File: config.mk
export PLATFORM = sky130hd
export DESIGN_NAME = seg7_scan
export DESIGN_NICKNAME = d
export VERILOG_FILES = /design/src/rtl/seg7_pkg.sv /design/src/rtl/seg7_scan_decode.sv /design/src/rtl/seg7_scan.sv
export SDC_FILE = /design/constraint.sdc
export NUM_CORES = 1
export LEC_CHECK = 0
export CAP_MARGIN = 20
export CORE_AREA = 10 10 93 95
export DETAILED_ROUTE_END_ITERATION = 10
export DIE_AREA = 0 0 103 105
export GPL_ROUTABILITY_DRIVEN = 1
export GPL_TIMING_DRIVEN = 0
export PLACE_DENSITY = 0.85
export SETUP_SLACK_MARGIN = 0.02
export SLEW_MARGIN = 10
export SYNTH_ARGS = -nofsm -noshare
export SYNTH_HDL_FRONTEND = slang
export SYNTH_HIERARCHICAL = 1
export SYNTH_SLANG_ARGS = --single-unit
File: constraint.sdc
create_clock -name clk -period 7.9 [get_ports clk]
set_clock_uncertainty 0.2 [all_clocks]
set_input_delay 1.975 -clock clk [delete_from_list [all_inputs] [get_ports clk]]
set_output_delay 1.975 -clock clk [all_outputs]
set_load 0.1 [all_outputs]
File: src/rtl/seg7_pkg.sv
// Shared constants for the eight-digit seven-segment scanner.
// Glyphs are active-low, segments g..a on bits 6..0.
package seg7_pkg;

    localparam int unsigned NUM_DIGITS = 8;
    localparam logic [6:0]  SEG_BLANK  = 7'h7F;

    // Entry n holds the glyph for hex digit n (listed here from F down to 0).
    localparam logic [15:0][6:0] GLYPH_TABLE = {
        7'h0E, 7'h06, 7'h21, 7'h46, 7'h03, 7'h08, 7'h10, 7'h00,
        7'h78, 7'h02, 7'h12, 7'h19, 7'h30, 7'h24, 7'h79, 7'h40
    };

endpackage

File: src/rtl/seg7_scan_decode.sv
// Combinational hex-nibble to active-low seven-segment glyph lookup.
module seg7_decode
    import seg7_pkg::*;
(
    input  logic [3:0] nibble,
    output logic [6:0] seg_n
);

    always_comb seg_n = GLYPH_TABLE[nibble];

endmodule

File: src/rtl/seg7_scan.sv
// Eight-digit multiplexed seven-segment driver with a blank dead-time
// slot at the start of every digit, leading-zero blanking and decimal points.
module seg7_scan
    import seg7_pkg::*;
#(
    parameter int unsigned REFRESH_DIV = 100000
) (
    input  logic                    clk,
    input  logic                    SYS_reset,
    input  logic [4*NUM_DIGITS-1:0] disp_value,
    input  logic                    disp_load,
    input  logic [NUM_DIGITS-1:0]   dp_mask,
    input  logic                    blank_lz,
    output logic [NUM_DIGITS-1:0]   an_n,
    output logic [6:0]              seg_n,
    output logic                    dp_n,
    output logic                    scan_tick
);

    localparam int unsigned CNT_W = $clog2(REFRESH_DIV);
    localparam int unsigned IDX_W = $clog2(NUM_DIGITS);
    localparam logic [CNT_W-1:0] CNT_LAST = CNT_W'(REFRESH_DIV - 1);

    logic [CNT_W-1:0]          cnt;
    logic [IDX_W-1:0]          idx;
    logic [4*NUM_DIGITS-1:0]   value_sh;
    logic [NUM_DIGITS-1:0]     dp_sh;
    logic                      blank_sh;

    logic                      slot_end;
    logic                      dead_time;
    logic [3:0]                cur_nibble;
    logic [6:0]                glyph;
    logic                      upper_nz;
    logic                      lz_blank;

    assign slot_end   = (cnt == CNT_LAST);
    assign dead_time  = (cnt == '0);
    assign cur_nibble = value_sh[{idx, 2'b00} +: 4];

    seg7_decode u_decode (
        .nibble (cur_nibble),
        .seg_n  (glyph)
    );

    // A digit is a leading zero when it and every more-significant nibble are zero.
    always_comb begin
        upper_nz = 1'b0;
        for (int unsigned i = 0; i < NUM_DIGITS; i++) begin
            if (IDX_W'(i) >= idx && value_sh[4*i +: 4] != 4'h0) begin
                upper_nz = 1'b1;
            end
        end
        lz_blank = blank_sh && (idx != '0) && !upper_nz;
    end

    always_ff @(posedge clk or posedge SYS_reset) begin
        if (SYS_reset) begin
            cnt       <= '0;
            idx       <= '0;
            scan_tick <= 1'b0;
        end else begin
            cnt       <= slot_end ? '0 : cnt + 1'b1;
            scan_tick <= slot_end;
            if (slot_end) begin
                idx <= idx + 1'b1;
            end
        end
    end

    always_ff @(posedge clk or posedge SYS_reset) begin
        if (SYS_reset) begin
            value_sh <= '0;
            dp_sh    <= '0;
            blank_sh <= 1'b0;
        end else if (disp_load) begin
            value_sh <= disp_value;
            dp_sh    <= dp_mask;
            blank_sh <= blank_lz;
        end
    end

    // Outputs are built from the pre-edge slot state, so a new load shows one edge later.
    always_ff @(posedge clk or posedge SYS_reset) begin
        if (SYS_reset) begin
            an_n  <= '1;
            seg_n <= SEG_BLANK;
            dp_n  <= 1'b1;
        end else if (dead_time) begin
            an_n  <= '1;
            seg_n <= SEG_BLANK;
            dp_n  <= 1'b1;
        end else begin
            an_n  <= ~(NUM_DIGITS'(1) << idx);
            seg_n <= lz_blank ? SEG_BLANK : glyph;
            dp_n  <= lz_blank | ~dp_sh[idx];
        end
    end

endmodule

# Yosys cells after proc, flatten, opt, wreduce, memory -nomap -nowiden
# Memory sizes are Yosys's and may differ from the RTL's.
# Index checks and enable logic that the tools add are counted.
# W data, S select, Z words.
# totals
n_memories,1
output_inout_bits,17
wordCells,65
rom_bits,112
ff_bits,78
inputBits,44
# op_classes
bitwise_logic,3
n_reduce_logical,21
shifts,2
mux,16
order_cmp,10
addsub,2
n_eq_ne,1
# mem_list
memory,words,word_bits,rd,rd_clocked_by_memory_dff,write_ports,line_no,text
(no name shown),16,7,1,0,0,seg7_scan_decode.sv:9,always_comb seg_n = GLYPH_TABLE[nibble];
# op_table
cell,n
$reduce_bool A4 Y1,8
$shiftx A32 B6 Y4,1
$mux W7,3
$add A17 B1 Y17 const B,1
$eq A17 B17 Y1 const B,1
$logic_not A17 Y1,1
$mux W17,1
$ge A3 B3 Y1 const A,4
$logic_and A1 B1 Y1,10
$mux W1,10
$mux W8,1
$not A8 Y8,1
$shl A1 B3 Y8 const A,1
$ge A1 B3 Y1 const A,2
$ge A2 B3 Y1 const A,2
$lt A4 B5 Y1 const B,1
$lt A3 B4 Y1 const B,1
$add A3 B1 Y3 const B,1
$bmux W1 S3,1
$reduce_bool A3 Y1,1
$logic_not A1 Y1,1
$not A1 Y1,1
$or A1 B1 Y1,1

# Depth between registers and ports, before layout
# Gate-level depths: netlist of run 1.
# depth
ltp_word,14
ltp_mapped,11
depth_no_buf,9

# Hierarchy
# The synthesis of run 1 kept the hierarchy.
# modules_own_cells
mod,cells_each,area_each_um2,seq_area_each_um2,n_inst
seg7_scan,275,3568.4,1971.9,1
seg7_decode,32,275.3,0.0,1

# Worst setup path before layout of run 1
# Ideal clock, no wire load.
# synth_path
path_type,input port to flip-flop
startpoint,input disp_load
endpoint,register value_sh[28]
path_buffers,2
cell_stages,3
setup_slack_ns,4.724
arrival_time_ns,2.851
path_cell_list,clkbuf_1 > buf_1 > mux2_2
# synth_lines
item,line_no,text
from (decl),seg7_scan.sv:11,"input logic disp_load,"
to (signal assigned),seg7_scan.sv:77,value_sh <= disp_value;
to (decl),seg7_scan.sv:26,logic [4*NUM_DIGITS-1:0] value_sh;
# No word-level cell between the ends.

# Final worst setup path of run 1
# layout_path
startpoint,register dp_n
endpoint,output dp_n
# layout_lines
item,line_no,text
from (decl),seg7_scan.sv:16,"output logic dp_n,"
from (signal assigned),seg7_scan.sv:96,dp_n <= lz_blank | ~dp_sh[idx];
# No word-level cell between the ends.

==> impl_metrics.yaml, run 1 <==
worst_setup_path:
  critPathBufInv: 1
  reg2reg_slack_ps: 4890
  slowest_delay_ps: 1130
  crit_start: "dp_n"
  r2r_end: "seg_n[0]"
  worstPathArrival_ps: 2010
  cp_slowest_cell: "clkdlybuf4s50_1"
  reg2regPathDepth: 10
  crit_required_ps: 5730
  crit_end: "dp_n"
  cp-end-kind: "primary output"
  path_max_fanout: 1
  timing.rr.start: "idx[0]"
  path_depth: 1
  crit_path_cell_trace: "clkdlybuf4s50_1"
  crit_type: "flip-flop to primary output"
  critPathTopFamily: "buffers and inverters"
  start_kind: "flip-flop"
yosys:
  async_reset_ff_frac: 1.00
  synthesis.nets: 366
  syn_inst: 307
  yosysSeqAreaShare: 0.513
  syn_area_per_cell_um2: 12.5
  synth_area_um2: 3840
  ys_ff_latch: 78
  synth-edff-count: 0
  synthFlopType: "dfrtp_1"
  ys_types: 42
  yosysWarnings: 6
clocking:
  cts_hold_buffers: 0
  cts_max_level: 3
  numClockSinks: 78
  cts_inserted_buffers: 9
  clk_pin_slew_ps: 80
  clockRootBuffer: "clkbuf_8"
  cts_tree: "yes"
  clk_latency_ps: 350
  cts_resized: 0
  cts.path.max_buffers: 2
  cts_setup_buffers: 0
sta:
  setup-violations-final: 0
  worst_pin_slew_ps: 981
  slew_violations: 0
  max_slew_margin: 0.344
  post-route-period-util: 0.530
  fmax_mhz: 239
  rsz0062_at_grt: "no"
  fin_crit_ps: 4180
  fin_setup_tns_ps: 0
  hold_viol_final: 0
global_route:
  grt.total_usage: 0.155
  antenna_found_initial: 0
  grt_first_pass_wirelength_um: 13300
  grt_start_max_net_pins: 53
  grt_overflow_total: 0
  grt_pass1_vias: 2695
pwr:
  leakage_nw: 2.04
  peakVddDrop_v: 0.000106
  pwr_density_cell_nw_per_um2: 197
  p_total_w: 0.000944
route:
  drt_pass1_iterations: 4
  vias_per_cell: 5.70
  num_vias: 2640
  antenna_left: 0
  drt_wl_total_um: 8020
  drcViolationCount: 0
  wl_per_cell_um: 17.3
  drt_iter0_markers: 185
finish:
  drive_gt1_frac: 0.217
  layout_common_cells: "62 x dfrtp_1, 59 x clkdlybuf4s50_1, 27 x mux2_2"
  diodes: 0
  layout_commonest_cell: "dfrtp_1"
  area_growth_pct: 24.4
  num-nets-final: 437
  fillCellCount: 455
  stdcell_count: 463
  final_design_area_no_fill_um2: 4780
outcome:
  status: "complete, no violations"
hold_path:
  worstHoldPathCells: 1
  min_path_type: "flip-flop to flip-flop"
floorplanning:
  core.rowCount: 30
  io_pins: 61
  coreArea_um2: 6760
  die_x_um: 103
  initial_utilization: 0.569
  die_y_um: 105
  die_area_um2: 10800
placement:
  place_congestion: 0.878
  io_buffer_count: 59
  place_hpwl_um: 6280
  dpl_cell_area_um2: 4560
  dp.cells: 447
run:
  cap_viol_max_count: 0
## sequential cells by signal, summed over array words and instances (netlist names)
register and flops:
idx 3, blank_sh 1, scan_tick 1, dp_sh 8
an_n 8, cnt 17, dp_n 1, seg_n 7
value_sh 32
## worst min-delay path by stage
| stage | start | endpoint | slack (ps) |
|---|---|---|---|
| after global placement | dp_sh[0] | dp_sh[0] | 270 |
| final | dp_sh[0] | dp_sh[0] | 290 |
| after floorplan | dp_sh[0] | dp_sh[0] | 250 |
| after global routing | cnt[0] | cnt[0] | 320 |
| after CTS | cnt[0] | cnt[0] | 290 |
| after detailed placement | dp_sh[0] | dp_sh[0] | 280 |
## kinds of logic (layout without fill, tap and decap cells)
group	Yosys count	after routing	share of synthesized area
adders and majority gates	15	15	0.0488
AOI/OAI and AO/OA	14	14	0.0270
muxes	59	59	0.205
buffers and inverters	25	101	0.0290
xor gates and xnor gates	14	14	0.0319
DFF	78	78	0.513
and+or+nand+nor	102	102	0.145
## cell type report
class / instances / area (um2) / area share
flip-flops and latches: 78 / 1970 / 0.412
well taps: 80 / 100 / 0.0209
plain buffers: 14 / 70.1 / 0.0147
repair buffers: 60 / 618 / 0.129
multi-input cells: 204 / 1760 / 0.368
inverters: 11 / 43.8 / 0.00916
clock inverters: 4 / 72.6 / 0.0152
clock buffers: 12 / 145 / 0.0304
## through the flow
stage | utilization | setup WS [ps] | hold slack [ps]
after global placement | 0.671 | 2640 | 269
after global routing | 0.708 | 3680 | 319
final | 0.708 | 3720 | 292
after detailed placement | 0.676 | 4080 | 278
after CTS | 0.708 | 3690 | 293
after floorplan | - | 3760 | 253
## metal layers
metal  vias up  global-route usage  routed length [um]
li1       1230                   -                   -
met1      1303               0.200                3330
met2        95               0.241                3990
met3        12              0.0422                 565
met4         0              0.0616                 134
met5         -                   0                   0
## report_power, final
| group | switching, W | internal [W] | leakage [nW] |
|---|---|---|---|
| clock network | 0.000141 | 0.000186 | 0.107 |
| registers | 0.0000189 | 0.000432 | 0.926 |
| logic | 0.0000946 | 0.0000713 | 1.00 |
## cell usage after synthesis (5+ instances only)
library cell,instances,area share
xor2_1,6,0.014
inv_1,11,0.011
nand2b_1,8,0.013
mux4_2,9,0.053
mux2i_1,6,0.016
mux2_2,27,0.079
nand3_1,15,0.020
buf_1,5,0.0049
nand4_1,6,0.0098
nand2_1,25,0.024
nor2_1,18,0.018
dfstp_2,16,0.11
nor4_1,8,0.013
mux2_1,15,0.044
xnor2_1,8,0.018
clkbuf_1,5,0.0049
ha_1,15,0.049
dfrtp_1,62,0.40
Power figures use the tool's default switching activity.
==> inputs of run 2 (changes only) <==
--- a/config.mk
+++ b/config.mk
@@ -6,12 +6,12 @@
 export NUM_CORES = 1
 export LEC_CHECK = 0
 export CAP_MARGIN = 20
-export CORE_AREA = 10 10 93 95
+export CORE_AREA = 10 10 96 98
 export DETAILED_ROUTE_END_ITERATION = 10
-export DIE_AREA = 0 0 103 105
+export DIE_AREA = 0 0 106 108
 export GPL_ROUTABILITY_DRIVEN = 1
 export GPL_TIMING_DRIVEN = 0
-export PLACE_DENSITY = 0.85
+export PLACE_DENSITY = 0.8
 export SETUP_SLACK_MARGIN = 0.02
 export SLEW_MARGIN = 10
 export SYNTH_ARGS = -nofsm -noshare
==> constraint.sdc (replaced) <==
create_clock -name clk -period 4 [get_ports clk]
set_clock_uncertainty 0.2 [all_clocks]
set_input_delay 1 -clock clk [delete_from_list [all_inputs] [get_ports clk]]
set_output_delay 1 -clock clk [all_outputs]
set_load 0.1 [all_outputs]
==> run 2 against run 1 <==
Sequential share of layout area fell by 0.20 points. Sequential cell count did not move. Worst setup slack worse by 2900 ps. Combinational power rose by 98%. Sequential power is 98% higher. Register-to-register slack worse by 3900 ps. Non-clock buffer count is the same. First-iteration DRC count down 9.2%. Wire length is 0.90% higher. Largest cell class unchanged.
==> impl_metrics.yaml, run 2 (synthesis gave the netlist of run 1 again) <==
floorplanning:
  die_y_um: 108
  coreArea_um2: 7450
  die_x_um: 106
  io_pins: 61
  die_area_um2: 11400
  core.rowCount: 32
  initial_utilization: 0.516
finish:
  final-seq-area_um2: 1970
  multi_input_area_um2: 1760
  area_growth_pct: 25.0
  top_register: "value_sh"
  drive_gt1_frac: 0.219
  layout_common_cells: "62 x dfrtp_1, 59 x clkdlybuf4s50_1, 27 x mux2_2"
  num-nets-final: 437
  reg.largest.list: "value_sh x32, cnt x17"
  layout_commonest_cell: "dfrtp_1"
  diodes: 0
  fillCellCount: 572
  largest_register_ffs: 32
worst_setup_path:
  crit_end: "dp_n"
  worstPathArrival_ps: 1990
  r2r_end: "seg_n[0]"
  reg2reg_slack_ps: 1000
  crit_path_cell_trace: "clkdlybuf4s50_1"
  path_max_fanout: 1
  crit_start: "dp_n"
  cp-end-kind: "primary output"
  path_depth: 1
  reg2regPathDepth: 10
  cp_slowest_cell: "clkdlybuf4s50_1"
  critPathTopFamily: "buffers and inverters"
  crit_required_ps: 2800
  slowest_delay_ps: 1120
  timing.rr.start: "idx[0]"
  crit_type: "flip-flop to primary output"
  start_kind: "flip-flop"
  critPathBufInv: 1
pwr:
  peakVddDrop_v: 0.000208
  p_clk_frac: 0.340
  p_int_w: 0.00134
  p_total_w: 0.00185
  p_sw_frac: 0.272
  pwr_density_cell_nw_per_um2: 384
  p_sw_w: 0.000503
  p_seq_frac: 0.482
  leakage_nw: 2.04
  power_frac_comb: 0.178
route:
  vias_per_cell: 5.43
  drcViolationCount: 0
  drt_pass1_iterations: 4
  wl_per_cell_um: 16.7
  num_vias: 2635
  antenna_left: 0
  drt_iter0_markers: 168
  drt_wl_total_um: 8090
sta:
  max_slew_margin: 0.346
  worst_slack_ps: 808
  fmax_mhz: 313
  worst_pin_slew_ps: 978
  setup-violations-final: 0
  slew_violations: 0
  hold_viol_final: 0
  post-route-period-util: 0.798
  rsz0062_at_grt: "no"
  fin_crit_ps: 3190
global_route:
  grt_first_pass_wirelength_um: 13600
  grt_pass1_vias: 2794
  grt_overflow_total: 0
  grt.total_usage: 0.145
  antenna_found_initial: 0
  grt_start_max_net_pins: 62
outcome:
  status: "complete, no violations"
clocking:
  cts_setup_buffers: 0
  clockRootBuffer: "clkbuf_8"
  cts_inserted_buffers: 9
  cts_tree: "yes"
  cts_max_level: 3
  cts_resized: 0
  numClockSinks: 78
  clk_pin_slew_ps: 80
  cts_hold_buffers: 0
  cts.path.max_buffers: 2
  clk_latency_ps: 340
placement:
  post-place-ws_ps: 1030
  io_buffer_count: 59
  place_congestion: 0.873
  place_hpwl_um: 6200
hold_path:
  min_path_type: "flip-flop to flip-flop"
run:
  cap_viol_max_count: 0
run 2: cell count changes in the layout (fill, tap and decap cells not counted):
cell      change
clkbuf_8      -1
clkbuf_1      -1
clkinv_4      +1
clkinv_2      +1
run 2: power by group through the flow:
stage               logic (W)  registers, W  clock network, W
floorplan            0.000131      0.000994                 0
global placement     0.000318      0.000902                 0
detailed placement   0.000330      0.000905                 0
CTS                  0.000331      0.000890          0.000639
global route         0.000350      0.000897          0.000670
finish               0.000329      0.000891          0.000628
run 2: through the flow:
step	instances	util	instance area (um2)	TNS, ps	hold slack [ps]
finish	485	0.645	4810	0	295
global route	485	0.645	4810	0	313
CTS	485	0.645	4810	0	292
detailed placement	469	0.617	4590	0	275
global placement	468	0.613	4560	-16940	270
floorplan	307	-	3840	0	253
run 2: per-layer routing:
metal	global-route usage	up-vias	wire length, um
met1	0.179	1308	3560
met3	0.0434	13	549
li1	-	1223	-
met2	0.236	91	3870
met5	0	-	0
met4	0.0522	0	114
run 2: worst min path at each step:
stage	cells after the start	from	to	slack, ps
4_1_cts	1	dp_sh[0]	dp_sh[0]	290
3_5_place_dp	1	dp_sh[0]	dp_sh[0]	270
6_report	1	dp_sh[0]	dp_sh[0]	300
3_3_place_gp	1	dp_sh[0]	dp_sh[0]	270
2_1_floorplan	1	dp_sh[0]	dp_sh[0]	250
5_1_grt	1	dp_sh[0]	dp_sh[0]	310
run 2: layout make-up:
class | instances | share of cell area
plain buffers | 14 | 0.0146
repair buffers | 60 | 0.129
multi-input cells | 204 | 0.366
clock inverters | 6 | 0.0180
well taps | 102 | 0.0266
flip-flops and latches | 78 | 0.410
inverters | 11 | 0.00911
clock buffers | 10 | 0.0266
==> inputs of run 3 (changes only) <==
==> constraint.sdc (replaced) <==
create_clock -name clk -period 3.1 [get_ports clk]
set_clock_uncertainty 0.2 [all_clocks]
set_input_delay 0.775 -clock clk [delete_from_list [all_inputs] [get_ports clk]]
set_output_delay 0.775 -clock clk [all_outputs]
set_load 0.1 [all_outputs]
==> run 3 against run 2 <==
Critical path depth stayed put. Critical endpoint unchanged. Largest cell class unchanged. Register-to-register slack got worse by 790 ps. Design area about the same.
==> impl_metrics.yaml, run 3 (synthesis gave the netlist of run 1 again) <==
clocking:
  numClockSinks: 78
  clk_pin_slew_ps: 80
  clockRootBuffer: "clkbuf_8"
  cts.path.max_buffers: 2
  clk_latency_ps: 340
  cts_inserted_buffers: 9
  cts_setup_buffers: 0
  cts_tree: "yes"
  cts_max_level: 3
worst_setup_path:
  path_depth: 1
  slowest_delay_ps: 1120
  path_max_fanout: 1
  crit_required_ps: 2120
  crit_start: "dp_n"
  reg2reg_slack_ps: 210
  critPathTopFamily: "buffers and inverters"
  cp_slowest_cell: "clkdlybuf4s50_1"
  worstPathArrival_ps: 1990
  timing.rr.start: "idx[0]"
  cp-end-kind: "primary output"
  reg2regPathDepth: 10
  start_kind: "flip-flop"
  crit_type: "flip-flop to primary output"
  r2r_end: "seg_n[0]"
  crit_path_cell_trace: "clkdlybuf4s50_1"
  critPathBufInv: 1
  crit_end: "dp_n"
finish:
  diodes: 0
  area_growth_pct: 25.1
  final-seq-area_um2: 1970
  layout_commonest_cell: "dfrtp_1"
  layout_common_cells: "62 x dfrtp_1, 59 x clkdlybuf4s50_1, 27 x mux2_2"
  drive_gt1_frac: 0.222
  num-nets-final: 437
  multi_input_area_um2: 1760
  fillCellCount: 571
  largest_register_ffs: 32
  reg.largest.list: "value_sh x32, cnt x17"
  top_register: "value_sh"
  final_design_area_no_fill_um2: 4810
floorplanning:
  initial_utilization: 0.516
  core.rowCount: 32
  io_pins: 61
  die_y_um: 108
  die_area_um2: 11400
  die_x_um: 106
  coreArea_um2: 7450
pwr:
  leakage_nw: 2.04
  pwr_density_cell_nw_per_um2: 495
  p_int_w: 0.00173
  p_seq_frac: 0.482
  power_frac_comb: 0.178
  peakVddDrop_v: 0.000268
  p_sw_frac: 0.272
  p_clk_frac: 0.340
  p_sw_w: 0.000648
global_route:
  grt_start_max_net_pins: 62
  grt.total_usage: 0.145
  grt_overflow_total: 0
  grt_pass1_vias: 2794
  grt_first_pass_wirelength_um: 13600
  antenna_found_initial: 0
sta:
  fin_setup_tns_ps: 0
  post-route-period-util: 0.957
  worst_pin_slew_ps: 978
  setup-violations-final: 0
  hold_viol_final: 0
  fmax_mhz: 337
  max_slew_margin: 0.346
  whs_ps: 295
  rsz0062_at_grt: "no"
  fin_crit_ps: 2970
  slew_violations: 0
placement:
  dpl_cell_area_um2: 4590
  place_congestion: 0.873
  io_buffer_count: 59
  place_hpwl_um: 6200
route:
  drt_wl_total_um: 8100
  drcViolationCount: 0
  vias_per_cell: 5.45
  wl_per_cell_um: 16.7
  drt_pass1_iterations: 4
  antenna_left: 0
  drt_iter0_markers: 155
  num_vias: 2643
outcome:
  status: "complete, no violations"
run:
  cap_viol_max_count: 0
hold_path:
  min_path_type: "flip-flop to flip-flop"
[run 3: metrics by stage]
step	power [W]	setup WS [ps]	utilization	std cells
3_3_place_gp	0.00157	-953	0.613	468
2_1_floorplan	0.00145	156	-	307
5_1_grt	0.00247	28.7	0.646	485
6_report	0.00238	134	0.646	485
3_5_place_dp	0.00159	129	0.617	469
4_1_cts	0.00240	96.2	0.645	485
[run 3: layout make-up]
class / count / area share
Sequential cell: 78 / 0.410
Multi-Input combinational cell: 204 / 0.366
Inverter: 11 / 0.00911
Buffer: 14 / 0.0153
Clock buffer: 10 / 0.0265
Clock inverter: 6 / 0.0180
Tap cell: 102 / 0.0265
Timing Repair Buffer: 60 / 0.129
[run 3: metal layers]
metal / vias to the layer above / wire length [um] / GRT usage
li1: 1225 / - / -
met1: 1313 / 3540 / 0.179
met2: 94 / 3910 / 0.236
met3: 11 / 568 / 0.0434
met4: 0 / 85 / 0.0522
met5: - / 0 / 0
[run 3: power groups by stage]
stage          registers [W]  clock network, W  logic [W]
3_3_place_gp         0.00116                 0   0.000410
5_1_grt              0.00116          0.000865   0.000451
6_report             0.00115          0.000809   0.000424
4_1_cts              0.00115          0.000825   0.000427
2_1_floorplan        0.00128                 0   0.000169
3_5_place_dp         0.00117                 0   0.000426
[run 3: repair_timing]
action,CTS,global route
gates resized for setup,0,4
hold buffers,0,0
endpoints found under the hold margin,0,0
endpoints found under the setup margin,0,2
[run 3: worst min path at each step]
stage / startpoint / endpoint / slack [ps] / depth (start not counted)
2_1_floorplan: dp_sh[0] / dp_sh[0] / 250 / 1
3_3_place_gp: dp_sh[0] / dp_sh[0] / 270 / 1
3_5_place_dp: dp_sh[0] / dp_sh[0] / 270 / 1
5_1_grt: dp_sh[0] / dp_sh[0] / 310 / 1
4_1_cts: dp_sh[0] / dp_sh[0] / 290 / 1
6_report: dp_sh[0] / dp_sh[0] / 300 / 1
